<file path="config.mk">
export PLATFORM = sky130hd
export DESIGN_NAME = pma_range_match
export DESIGN_NICKNAME = d
export VERILOG_FILES = /design/src/rtl/pma_pkg.sv /design/src/rtl/pma_range_match.sv
export SDC_FILE = /design/constraint.sdc
export NUM_CORES = 1
export LEC_CHECK = 0
export CAP_MARGIN = 20
export CORE_MARGIN = 4
export CORE_UTILIZATION = 51
export DETAILED_ROUTE_END_ITERATION = 8
export GPL_ROUTABILITY_DRIVEN = 0
export GPL_TIMING_DRIVEN = 0
export PLACE_DENSITY_LB_ADDON = 0.2
export RECOVER_POWER = 50
export SYNTH_ARGS = -nofsm -noshare
export SYNTH_HDL_FRONTEND = slang
export SYNTH_SLANG_ARGS = --single-unit
</file>
<file path="constraint.sdc">
create_clock -name vclk -period 12.1
set_input_delay 2.42 -clock vclk [all_inputs]
set_output_delay 2.42 -clock vclk [all_outputs]
set_load 0.1 [all_outputs]
</file>
<file path="src/rtl/pma_pkg.sv">
// rtl/pma_pkg.sv - shared types and range check for the PMA region checker
//
// Purpose: rule/attribute types, table sizing limits and the overflow-safe
// region containment check used by every rule matcher.
// Ports: none (package).

package pma_pkg;

    localparam int unsigned NrMaxRules   = 16;
    localparam int unsigned MaxAddrWidth = 64;

    // Bit order matches the packed {nonidem, cached, exec} config/response field.
    typedef struct packed {
        logic nonidem;
        logic cached;
        logic exec;
    } pma_attr_t;

    // Addresses are held zero-extended to MaxAddrWidth so narrower instances share the type.
    typedef struct packed {
        logic [MaxAddrWidth-1:0] base;
        logic [MaxAddrWidth-1:0] len;
        pma_attr_t               attr;
        logic                    en;
        logic                    lock;
    } pma_rule_t;

    // The end bound carries one extra bit so a region that ends exactly at the
    // top of the address space does not wrap; len=0 gives an empty region.
    function automatic logic pma_in_range(
        input logic [MaxAddrWidth-1:0] addr,
        input logic [MaxAddrWidth-1:0] base,
        input logic [MaxAddrWidth-1:0] len
    );
        logic [MaxAddrWidth:0] end_x;
        end_x = {1'b0, base} + {1'b0, len};
        return (addr >= base) && ({1'b0, addr} < end_x);
    endfunction

endpackage

</file>
<file path="src/rtl/pma_range_match.sv">
// rtl/pma_range_match.sv - combinational match of one address against one rule
//
// Purpose: asserts match_o when the rule is enabled and contains addr_i.
// Ports:
//   rule_i   one table entry
//   addr_i   zero-extended physical address
//   match_o  rule enabled and address inside [base, base+len)

module pma_range_match
    import pma_pkg::*;
(
    input  pma_rule_t               rule_i,
    input  logic [MaxAddrWidth-1:0] addr_i,
    output logic                    match_o
);

    // Attribute and lock fields do not take part in the match.
    logic unused_fields;
    assign unused_fields = ^{rule_i.attr, rule_i.lock};

    assign match_o = rule_i.en && pma_in_range(addr_i, rule_i.base, rule_i.len);

endmodule

</file>
## Yosys cells after proc, flatten, opt, wreduce, memory -nomap -nowiden

Cells that the tools add are included.

| word-level totals | value |
|---|---|
| register bits after elaboration | 0 |
| input bits | 197 |
| word-level logic and storage cells | 5 |

| cells by class | value |
|---|---|
| $add $sub $neg | 1 |
| order comparisons | 2 |
| reduce and logical (&&, ||, !) cells | 2 |

Operators by type and width:

| kind | count |
|---|---|
| $add A64 B64 Y65 | 1 |
| $lt A64 B65 Y1 | 1 |
| $ge A64 B64 Y1 | 1 |
| $logic_and A1 B1 Y1 | 2 |

## Longest topological paths before layout

| logic depth | value |
|---|---|
| word-level depth | 4 |
| mapped depth | 24 |
| mapped depth without buffers | 24 |

## Worst setup path before layout

Ideal clock, no wire load.

| timing | value |
|---|---|
| kind | input -> output |
| from | in rule_i[5] in the netlist's numbering |
| to | out match_o |
| data arrival time | 8.052 ns |
| required time | 9.680 ns |
| path slack | 1.628 ns |
| cell stages on the path | 23 |
| buffers on the path | 0 |
| path through | ha_1 -> inv_1 -> fa_1 -> nand2b_1 -> a21oi_1 -> o211ai_1 -> o211ai_2 -> a31oi_4 -> nor4_4 -> o2111ai_4 -> a2111oi_4 -> nor4_1 -> a211o_1 -> ha_1 -> and4_1 -> nand3_1 -> or3_1 -> or3_1 -> or3_1 -> a2111oi_2 -> a211oi_1 -> a2111oi_2 -> a22oi_1 |

| between the ends | value |
|---|---|
| word-level cells in the longest chain between the ends | 4 |

RTL lines:

| element | line | RTL |
|---|---|---|
| start, declared | pma_range_match.sv:12 | `input pma_rule_t rule_i,` |
| $add A64 B64 Y65 | pma_pkg.sv:36 | `end_x = {1'b0, base} + {1'b0, len};` |
| $lt A64 B65 Y1 | pma_pkg.sv:37 | `return (addr >= base) && ({1'b0, addr} < end_x);` |
| $logic_and A1 B1 Y1 | pma_pkg.sv:37 |  |
| $logic_and A1 B1 Y1 | pma_range_match.sv:21 | `assign match_o = rule_i.en && pma_in_range(addr_i, rule_i.base, rule_i.len);` |
| end, declared | pma_range_match.sv:14 | `output logic match_o` |

No other way between the ends.

## Worst setup path in the final report

| timing | value |
|---|---|
| from | in rule_i[79] in the netlist's numbering |
| to | out match_o |

| between the ends | value |
|---|---|
| word-level cells in the longest chain between the ends | 4 |
| elaborated cells between the ends (all ways) | 5 |
| those cells by class | 1 x add/sub; 2 x order compare; 2 x reduce/logical |

RTL lines:

| element | line |
|---|---|
| $add A64 B64 Y65 | pma_pkg.sv:36 |
| $lt A64 B65 Y1 | pma_pkg.sv:37 |
| $logic_and A1 B1 Y1 (*) | pma_pkg.sv:37 |
| $logic_and A1 B1 Y1 (*) | pma_range_match.sv:21 |

Mark *: on every way between the ends. The rest lies on a longest branch, timed or not.

==> flow_metrics.tcl <==
set metrics [dict create \
    status "completed" \
    grt_use_total 0.250 \
    dpl.hpwl_um 18100 \
    synth_nets 1310 \
    die_x_um 124 \
    met1_length_um 9330 \
    design_area_um2 8980 \
    wl_per_cell_um 15.6 \
    port_buffers 194 \
    drive_above_1_share 0.0305 \
    start_util 0.530 \
    ctsHoldBuffers 0 \
    max_freq_mhz 86.1 \
    startpoint_type "input port" \
    rsz0062_at_grt "false" \
    syn-cell-area_um2 6820 \
    cp_top_family "compound AO/OA/AOI/OAI gates" \
    hold_path.startpoint "rule_i[1]" \
    ir_drop_mv 0.0247 \
    path_max_fanout 6 \
    maxSlewHeadroom 0.390 \
    synth_common_cells "ha_1 (191), a21oi_1 (118), inv_1 (88)" \
    grt_overflow_total 0 \
    met3_length_um 1490 \
    cp.required_ns 9.68 \
    cp_slowest_cell "o311ai_1" \
    synth_top_cell_area_share 0.350 \
    io_pins 198 \
    drt_first_pass_iters 7 \
    ant_nets 0 \
    crit_cells 23 \
    max_cap_viol_count 0 \
    fin_crit_ns 11.61 \
    yosysWarningCount 0 \
    synth.most_common_cell "ha_1" \
    period_share 0.960 \
    setup_viol 0 \
    yosysSeqAreaShare 0 \
    dr.first_iter.drc_count 528 \
    ys_types 72 \
    power.leakage_nw 4.43 \
    power.density_nw_per_um2 51.6 \
    ff_latch_area_um2 0 \
    end_kind "output port" \
    antenna_found_initial 1 \
    hold_end "match_o" \
    hold_path_class "in2out" \
    nFlopsAndLatches 0 \
    placed_area_um2 8980 \
    route.met2.wl_um 9070 \
    dr.max_layer_used "met5" \
    grt_max_degree 11 \
    arrival_ns 9.19 \
    cp.buffers_inverters 2 \
    drc_errors 0 \
    syn-instance-count 921 \
    tightest_slew_ns 0.903 \
    die_area_um2 15300 \
    num_vias 7509 \
    cpMostUsedCell "or3_1" \
    grt_pass1_vias 7063 \
    area_delta_synth_final_pct 31.6 \
    avgSynthCellArea_um2 7.41 \
    critPathKind "in2out" \
    core_area_um2 12900 \
    fin_setup_tns_ns 0 \
    slew_violations 0 \
    grt_pass1_wl_um 32000 \
    diodes 0 \
    clkbuf_count 0 \
    die_h_um 124 \
    std_cell_rows 41 \
    synth_top_cell_by_area "ha_1" \
    final_util 0.698 \
    n_fill_cell 1120 \
    slowest_delay_ns 0.78 \
    report.final.hold_viol_count 0 \
    fin_nets 1506 \
    drt_wl_total_um 20100 \
    synth_area_leaders "ha_1 (35%), a21oi_1 (8.7%), a21o_1 (8.4%)" \
    viasPerCell 5.83 \
    path_cells "clkdlybuf4s50_1 -> ha_1 -> nand3_1 -> a211oi_1 -> nand4_1 -> o211ai_1 -> o21ai_1 -> o311ai_1 -> a31o_2 -> a221o_1 -> a21o_1 -> xnor2_1 -> ha_1 -> and4_1 -> nand3_1 -> or3_1 -> or3_1 -> or3_1 -> a2111oi_2 -> a211oi_1 -> a2111oi_2 -> a22oi_1 -> buf_2" \
    holdPathStages 4 \
]
## placed cells by master (no fill, tap or decap), types with 14 or more instances in the layout
cell type,synthesis,final
clkdlybuf4s50_1,0,193
ha_1,191,191
a21oi_1,118,118
inv_1,88,88
a21o_1,76,76
nand2_1,60,60
nor2_1,44,44
o21ai_0,43,43
xnor2_1,34,34
nand4_1,34,34
xor2_1,22,22
o21bai_1,22,22
nand3_1,18,18
nand2b_1,14,14
## how the worst max path moves through the flow
stage / from / endpoint
global placement: rule_i[69] / match_o
floorplan: rule_i[5] / match_o
global route: rule_i[69] / match_o
detailed placement: rule_i[69] / match_o
finish: rule_i[79] / match_o
CTS: rule_i[69] / match_o
## per-stage QoR
step | total power, W | setup WS [ns] | cells | hold WS [ns]
after floorplan | 0.000308 | 1.63 | 921 | 5.47
after global placement | 0.000450 | -0.274 | 1287 | 6.62
after detailed placement | 0.000458 | -0.312 | 1287 | 6.63
after CTS | 0.000461 | 0.0334 | 1287 | 6.25
after global routing | 0.000522 | 0.0745 | 1287 | 5.95
final | 0.000464 | 0.490 | 1287 | 5.96
## per-layer routing
metal,track usage,vias to the layer above
li1,-,3843
met1,0.356,3394
met2,0.426,250
met3,0.0186,20
met4,0.0256,2
met5,0,-
## cell type report
type | instances | area, um^2 | area share
inverters | 88 | 330 | 0.0368
repair buffers | 194 | 1940 | 0.216
multi-input cells | 812 | 6350 | 0.707
well taps | 172 | 215 | 0.0240
plain buffers | 21 | 153 | 0.0170
## where the power goes
part	switching (W)	internal, W
Sequential	0	0
Clock	0	0
Combinational	0.000237	0.000227
Total	0.000237	0.000227
## kinds of logic after synthesis
kind of cell / count (synthesis) / synth area share
adder cells (fa/ha/maj): 192 / 0.353
XOR/XNOR: 56 / 0.0719
buffers and inverters: 109 / 0.0708
AND/OR/NAND/NOR: 223 / 0.170
multiplexers: 4 / 0.00587
AO/OA/AOI/OAI: 337 / 0.328
## what timing repair did
item	CTS	global route
buffers inserted	0	0
pin swaps	0	0
endpoints found under the setup margin	1	1
gates resized for setup	1	4
gates cloned	0	0
Power figures use the tool's default switching activity.
